File: src/rtl/imem_arbiter_if.sv
// rtl/imem_arbiter_if.sv - fetch/loader/memory handshake bundle for imem_arbiter
interface imem_arbiter_if;
  logic        fetch_req;
  logic [6:0]  fetch_addr;
  logic        fetch_gnt;
  logic        fetch_rvalid;
  logic [31:0] fetch_rdata;
  logic        ld_req;
  logic [6:0]  ld_addr;
  logic [31:0] ld_wdata;
  logic        ld_gnt;
  logic [6:0]  mem_addr;
  logic        mem_we;
  logic [31:0] mem_wdata;
  logic [31:0] mem_rdata;

  modport slave (
    input  fetch_req, fetch_addr, ld_req, ld_addr, ld_wdata, mem_rdata,
    output fetch_gnt, fetch_rvalid, fetch_rdata, ld_gnt, mem_addr, mem_we, mem_wdata
  );

  modport master (
    output fetch_req, fetch_addr, ld_req, ld_addr, ld_wdata, mem_rdata,
    input  fetch_gnt, fetch_rvalid, fetch_rdata, ld_gnt, mem_addr, mem_we, mem_wdata
  );
endinterface

File: src/rtl/imem_arbiter.sv
// rtl/imem_arbiter.sv - single-port instruction memory arbiter between fetch and loader
// Optional anti-starvation counter enabled by macro IMEM_ARB_FAIRNESS_EN.
module imem_arbiter #(
  parameter int STARVE_LIMIT = 4
) (
  input  logic                clock,
  input  logic                reset,
  input  logic                i_load_mode,
  output logic [7:0]          o_ld_count,
  imem_arbiter_if.slave       bus
);

  typedef enum logic [1:0] {
    FETCH_PRI = 2'd0,
    LOAD_PRI  = 2'd1,
    DRAIN     = 2'd2
  } state_t;

  state_t      r_state;
  state_t      w_state_next;
  logic        w_fetch_gnt;
  logic        w_ld_gnt;
  logic        w_contend;
  logic        w_fair_take;
  logic        w_enter_load;
  logic        r_fetch_rvalid;
  logic [7:0]  r_ld_count;

  assign w_contend    = bus.fetch_req & bus.ld_req;
  assign w_enter_load = (r_state == FETCH_PRI) && (w_state_next == LOAD_PRI);

`ifdef IMEM_ARB_FAIRNESS_EN
  localparam int FAIR_W = $clog2(STARVE_LIMIT + 1);
  logic [FAIR_W-1:0] r_fair_cnt;
  logic              w_pri_gnt;

  assign w_fair_take = w_contend && (r_fair_cnt >= FAIR_W'(STARVE_LIMIT));
  assign w_pri_gnt   = (r_state == LOAD_PRI) ? w_ld_gnt : w_fetch_gnt;

  // Counts priority wins only while the other side is waiting.
  always_ff @(posedge clock or negedge reset) begin
    if (!reset) begin
      r_fair_cnt <= '0;
    end else if ((w_state_next != r_state) || !w_contend || !w_pri_gnt) begin
      r_fair_cnt <= '0;
    end else begin
      r_fair_cnt <= r_fair_cnt + FAIR_W'(1);
    end
  end
`else
  assign w_fair_take = 1'b0;
`endif

  always_ff @(posedge clock or negedge reset) begin
    if (!reset) begin
      r_state <= FETCH_PRI;
    end else begin
      r_state <= w_state_next;
    end
  end

  always_comb begin
    w_state_next = r_state;
    case (r_state)
      FETCH_PRI: if (i_load_mode)  w_state_next = LOAD_PRI;
      LOAD_PRI:  if (!i_load_mode) w_state_next = DRAIN;
      DRAIN:     w_state_next = FETCH_PRI;
      default:   w_state_next = FETCH_PRI;
    endcase
  end

  // DRAIN and reset give no grants so the last loader write lands before any fetch.
  always_comb begin
    w_fetch_gnt = 1'b0;
    w_ld_gnt    = 1'b0;
    if (reset) begin
      case (r_state)
        FETCH_PRI: begin
          w_fetch_gnt = bus.fetch_req & ~w_fair_take;
          w_ld_gnt    = bus.ld_req & (~bus.fetch_req | w_fair_take);
        end
        LOAD_PRI: begin
          w_ld_gnt    = bus.ld_req & ~w_fair_take;
          w_fetch_gnt = bus.fetch_req & (~bus.ld_req | w_fair_take);
        end
        default: begin
          w_fetch_gnt = 1'b0;
          w_ld_gnt    = 1'b0;
        end
      endcase
    end

    bus.mem_addr  = 7'd0;
    bus.mem_we    = 1'b0;
    bus.mem_wdata = 32'd0;
    if (w_ld_gnt) begin
      bus.mem_addr  = bus.ld_addr;
      bus.mem_we    = 1'b1;
      bus.mem_wdata = bus.ld_wdata;
    end else if (w_fetch_gnt) begin
      bus.mem_addr  = bus.fetch_addr;
    end
  end

  always_ff @(posedge clock or negedge reset) begin
    if (!reset) begin
      r_fetch_rvalid <= 1'b0;
    end else begin
      r_fetch_rvalid <= w_fetch_gnt;
    end
  end

  always_ff @(posedge clock or negedge reset) begin
    if (!reset) begin
      r_ld_count <= 8'd0;
    end else if (w_enter_load) begin
      r_ld_count <= 8'd0;
    end else if (w_ld_gnt && (r_ld_count != 8'hFF)) begin
      r_ld_count <= r_ld_count + 8'd1;
    end
  end

  assign bus.fetch_gnt    = w_fetch_gnt;
  assign bus.ld_gnt       = w_ld_gnt;
  assign bus.fetch_rvalid = r_fetch_rvalid;
  assign bus.fetch_rdata  = r_fetch_rvalid ? bus.mem_rdata : 32'd0;
  assign o_ld_count       = r_ld_count;

endmodule

File: src/flat_wrapper.sv
// flat-port wrapper written by rule: the top's interface ports become plain ports
module imem_arbiter_flat 
#(
  parameter int STARVE_LIMIT = 4
)
  (clock, reset, i_load_mode, o_ld_count, bus_fetch_req, bus_fetch_addr, bus_ld_req, bus_ld_addr, bus_ld_wdata, bus_mem_rdata, bus_fetch_gnt, bus_fetch_rvalid, bus_fetch_rdata, bus_ld_gnt, bus_mem_addr, bus_mem_we, bus_mem_wdata);
  imem_arbiter_if bus_i ();
  input  logic clock;
  input  logic reset;
  input  logic i_load_mode;
  output logic [7:0] o_ld_count;
  input wire logic [$bits(bus_i.fetch_req)-1:0] bus_fetch_req;
  input wire logic [$bits(bus_i.fetch_addr)-1:0] bus_fetch_addr;
  input wire logic [$bits(bus_i.ld_req)-1:0] bus_ld_req;
  input wire logic [$bits(bus_i.ld_addr)-1:0] bus_ld_addr;
  input wire logic [$bits(bus_i.ld_wdata)-1:0] bus_ld_wdata;
  input wire logic [$bits(bus_i.mem_rdata)-1:0] bus_mem_rdata;
  output wire logic [$bits(bus_i.fetch_gnt)-1:0] bus_fetch_gnt;
  output wire logic [$bits(bus_i.fetch_rvalid)-1:0] bus_fetch_rvalid;
  output wire logic [$bits(bus_i.fetch_rdata)-1:0] bus_fetch_rdata;
  output wire logic [$bits(bus_i.ld_gnt)-1:0] bus_ld_gnt;
  output wire logic [$bits(bus_i.mem_addr)-1:0] bus_mem_addr;
  output wire logic [$bits(bus_i.mem_we)-1:0] bus_mem_we;
  output wire logic [$bits(bus_i.mem_wdata)-1:0] bus_mem_wdata;
  assign bus_i.fetch_req = bus_fetch_req;
  assign bus_i.fetch_addr = bus_fetch_addr;
  assign bus_i.ld_req = bus_ld_req;
  assign bus_i.ld_addr = bus_ld_addr;
  assign bus_i.ld_wdata = bus_ld_wdata;
  assign bus_i.mem_rdata = bus_mem_rdata;
  assign bus_fetch_gnt = bus_i.fetch_gnt;
  assign bus_fetch_rvalid = bus_i.fetch_rvalid;
  assign bus_fetch_rdata = bus_i.fetch_rdata;
  assign bus_ld_gnt = bus_i.ld_gnt;
  assign bus_mem_addr = bus_i.mem_addr;
  assign bus_mem_we = bus_i.mem_we;
  assign bus_mem_wdata = bus_i.mem_wdata;
  imem_arbiter #(.STARVE_LIMIT(STARVE_LIMIT)) u_core (.clock(clock), .reset(reset), .i_load_mode(i_load_mode), .o_ld_count(o_ld_count), .bus(bus_i));
endmodule
File: config.mk
export PLATFORM = sky130hd
export DESIGN_NAME = imem_arbiter_flat
export DESIGN_NICKNAME = d
export VERILOG_FILES = /design/src/rtl/imem_arbiter_if.sv /design/src/rtl/imem_arbiter.sv /design/src/flat_wrapper.sv
export SDC_FILE = /design/constraint.sdc
export NUM_CORES = 1
export LEC_CHECK = 0
export ABC_AREA = 1
export CAP_MARGIN = 30
export CORE_ASPECT_RATIO = 0.5
export CORE_MARGIN = 3
export CORE_UTILIZATION = 22
export CTS_CLUSTER_DIAMETER = 50
export DETAILED_ROUTE_END_ITERATION = 6
export PLACE_DENSITY = 0.85
export SLEW_MARGIN = 40
export SYNTH_ARGS = -nofsm -noshare
export SYNTH_HDL_FRONTEND = slang
export SYNTH_SLANG_ARGS = --single-unit
File: constraint.sdc
create_clock -name clock -period 1.2 [get_ports clock]
set_input_delay 0.24 -clock clock [delete_from_list [all_inputs] [get_ports clock]]
set_output_delay 0.24 -clock clock [all_outputs]
set_load 0.02 [all_outputs]
==> key figures <==
Power and ir drop
  • PD cells: 526 nW/um^2
  • Pleak: about 2.4 nW
  • Switching Fraction: 0.383
  • Seq pwr share: 0.182
  • VDD IR max: 0.000350 V
  • P_sw: 0.000873 W
  • Design Power: 0.00228 W
  • Clock power frac: 0.172
  • Combinational Power Share: 0.646
  • Internal: roughly 0.0014 W

Route
  • Routed WL: between 10 and 15 mm
  • DR WL/cell: 19.6 um
  • Final ANT Viol Nets: 0
  • Initial DRC count: 121
  • Vias: between 2k and 2.5k
  • Drt drc: 0
  • First-pass DRT Iterations: 4
  • Drt via density: 4.55

Setup path
  • R2r setup slk: -0.34 ns
  • Worst setup EP type: output port
  • WP data required: 0.96 ns
  • Setup crit start kind: flop
  • Kind of critical path: flop to output port
  • Crit path DAT: approximately 1.5 ns
  • Worst-path fanout max: 8

Synth
  • Distinct cells, synth: 24
  • Synth Flop Type: dfrtp_1
  • Synthesized flop and latch total: 11
  • Yosys top cell by area: dfrtp_1
  • Yosys top cell area share: 0.226
  • Post-Synthesis Cells: between 200 and 250
  • Most frequent cell after synthesis: inv_1
  • Synth area leaders: dfrtp_1 23%, inv_1 22%, nand2_1 17%, nor2_1 12%, a22o_1 5.0%
  • Asr flop ratio synth: 1.00
  • Syn_nets: 310
  • Seq/Total Area, Yosys: 0.226
  • Post-synth EDFFs: 0
  • Synth cell count leaders: 72 x inv_1, 54 x nand2_1, 38 x nor2_1, 11 x dfrtp_1, 8 x nand3_1
  • Yosys warning count: 0
  • Avg Cell Area, Syn: between 5 and 6 sq um
  • Synthesized area: 1220 sq um

Clocking
  • Worst skew pair latency: 0.24 ns
  • CTS H-Tree Depth: 1
  • Worst-case clock buffer depth: 2
  • CTS tree: built
  • CTS clk-pin slew, worst paths: 0.05 ns
  • Hold_buf cts: 0
  • Total CTS buffers: 3
  • Clock Sinks: 11
  • Clk root buf: clkbuf_8

STA
  • Hold WS: around 0.17 ns
  • Count of pins over their slew limit: 0
  • Unrepaired setup endpoints after global routing: yes
  • Final hold violation count: 0
  • Crit share post-route: 1.44
  • Setup TNS: -31.06 ns
  • Skew final: ~0.0013 ns
  • Slew of the pin with the lowest slew margin: 0.236 ns
  • F_max: 578 MHz
  • Setup violators final: 83
  • Fin crit period: 1.73 ns
  • Worst slew margin: 0.841
  • Worst setup margin: -0.529 ns

Status
  • Failing checks: negative setup slack
  • Status: complete, but fails checks

Floorplanning
  • Core footprint: 5130 sq um
  • Top Ports: 166
  • Die height: 58.6 um
  • Initial core utilization: 0.237
  • FP Rows: 18
  • Die area: 6520 sq um
  • DIE WIDTH: 111 um

Hold path
  • Worst min path class: input port to async pin

Placement
  • GP Congestion: 0.823
  • Input/output buffers: 165
  • Placement Setup Slack: -0.977 ns
  • Post-DP HPWL: 5.31 mm

GRT
  • GRT Util Overall: 0.251
  • Antenna violations before repair: 1
  • Number of global-route vias before repair: 2368
  • Total grt overflow: 0
  • First-pass GRT wire length: 12.8 mm
  • Largest net degree at the start of global routing: 12

Layout
  • Filler cells: around 210
  • Layout area overhead: 255%
  • Nets: 527
  • Layout cells sized above 1: 0.609
  • Fin util: 0.844

Flow run
  • MaxCap Viol Count: 0
[cell usage in the layout (no fill, tap or decap), types with 2 or more instances in the layout]
cell             count
nand2_4             33
nand2_2              8
clkdlybuf4s15_1      3
clkdlybuf4s50_1     79
a22o_4               7
a21oi_1              2
dfrtp_1              8
nand2_1             18
clkbuf_8             3
nand3_1              4
nand3b_1             2
dlygate4sd2_1        5
dfrtp_2              3
nor2_1               6
nor2_4              35
nor3_1               2
buf_16               5
clkdlybuf4s15_2      2
buf_8                3
inv_2               34
buf_6               92
nand3_2              5
buf_4               25
inv_4                3
inv_1               39
buf_12               5
[sequential cells by signal, indices dropped and copies added, names as in the netlist]
signal	count
u_core.o_ld_count	8
u_core.r_state	2
u_core.bus.fetch_rvalid	1
[repair_timing]
item	in CTS	in global routing
setup endpoints to repair	91	86
resized for setup	547	73
setup buffers	17	5
pin swaps	9	10
cloned	5	0
[per-layer routing]
layer	up-vias	share of wire	track usage
met4	0	0.056	0.0971
li1	1072	-	-
met1	1115	0.33	0.271
met3	41	0.050	0.0216
met2	105	0.57	0.521
met5	-	0	0
[worst max-delay path, stage by stage, from the launching register on]
cell     delay, ns
dfrtp_1       0.39
inv_2         0.08
nand2_4       0.06
inv_4         0.07
nand3_4       0.17
buf_16        0.23
nor2_4        0.12
buf_6         0.12
[through the flow]
step	instances	area [sq um]
final	513	4330
after global placement	482	3480
after CTS	508	4090
after floorplan	226	1600
after detailed placement	482	3480
after global routing	513	4330
[final cells by class]
class                           instances  area, sq um  share of cell area
Tap cell                               70         87.6              0.0202
Clock buffer                            4         45.0              0.0104
Timing Repair Buffer                  220         2400               0.554
Antenna cell                            1         2.50            0.000578
Multi-Input combinational cell        130         1220               0.281
Inverter                               77          302              0.0696
Sequential cell                        11          279              0.0644
[power groups by stage]
stage | clock network (W) | logic (W) | registers [W]
2_1_floorplan | 0 | 0.000442 | 0.000442
3_3_place_gp | 0 | 0.00105 | 0.000418
3_5_place_dp | 0 | 0.00107 | 0.000419
4_1_cts | 0.000394 | 0.00131 | 0.000413
5_1_grt | 0.000415 | 0.00153 | 0.000417
6_report | 0.000392 | 0.00147 | 0.000415
[final timing paths]
check,start,end,depth (start not counted)
worst max-delay path,u_core.r_state[1],bus_mem_wdata[29],7
worst min-delay path,reset,u_core.o_ld_count[3],2
worst max register to register,u_core.r_state[1],u_core.o_ld_count[7],9
worst min register to register,u_core.o_ld_count[6],u_core.o_ld_count[6],3
max in group asynchronous,reset,u_core.o_ld_count[0],2
min in group clock,u_core.o_ld_count[6],u_core.o_ld_count[6],3
[cell families (layout without fill, tap and decap cells)]
group	count (synthesis)	after routing	share of synthesized area
flops	11	11	0.226
buf+inv	85	301	0.272
compound gates	12	12	0.0719
simple gates	116	116	0.413
fa+ha+maj	1	1	0.0103
xor+xnor	1	1	0.00719
other cells	0	1	0
Note: power is estimated with default switching activity, not from simulation.
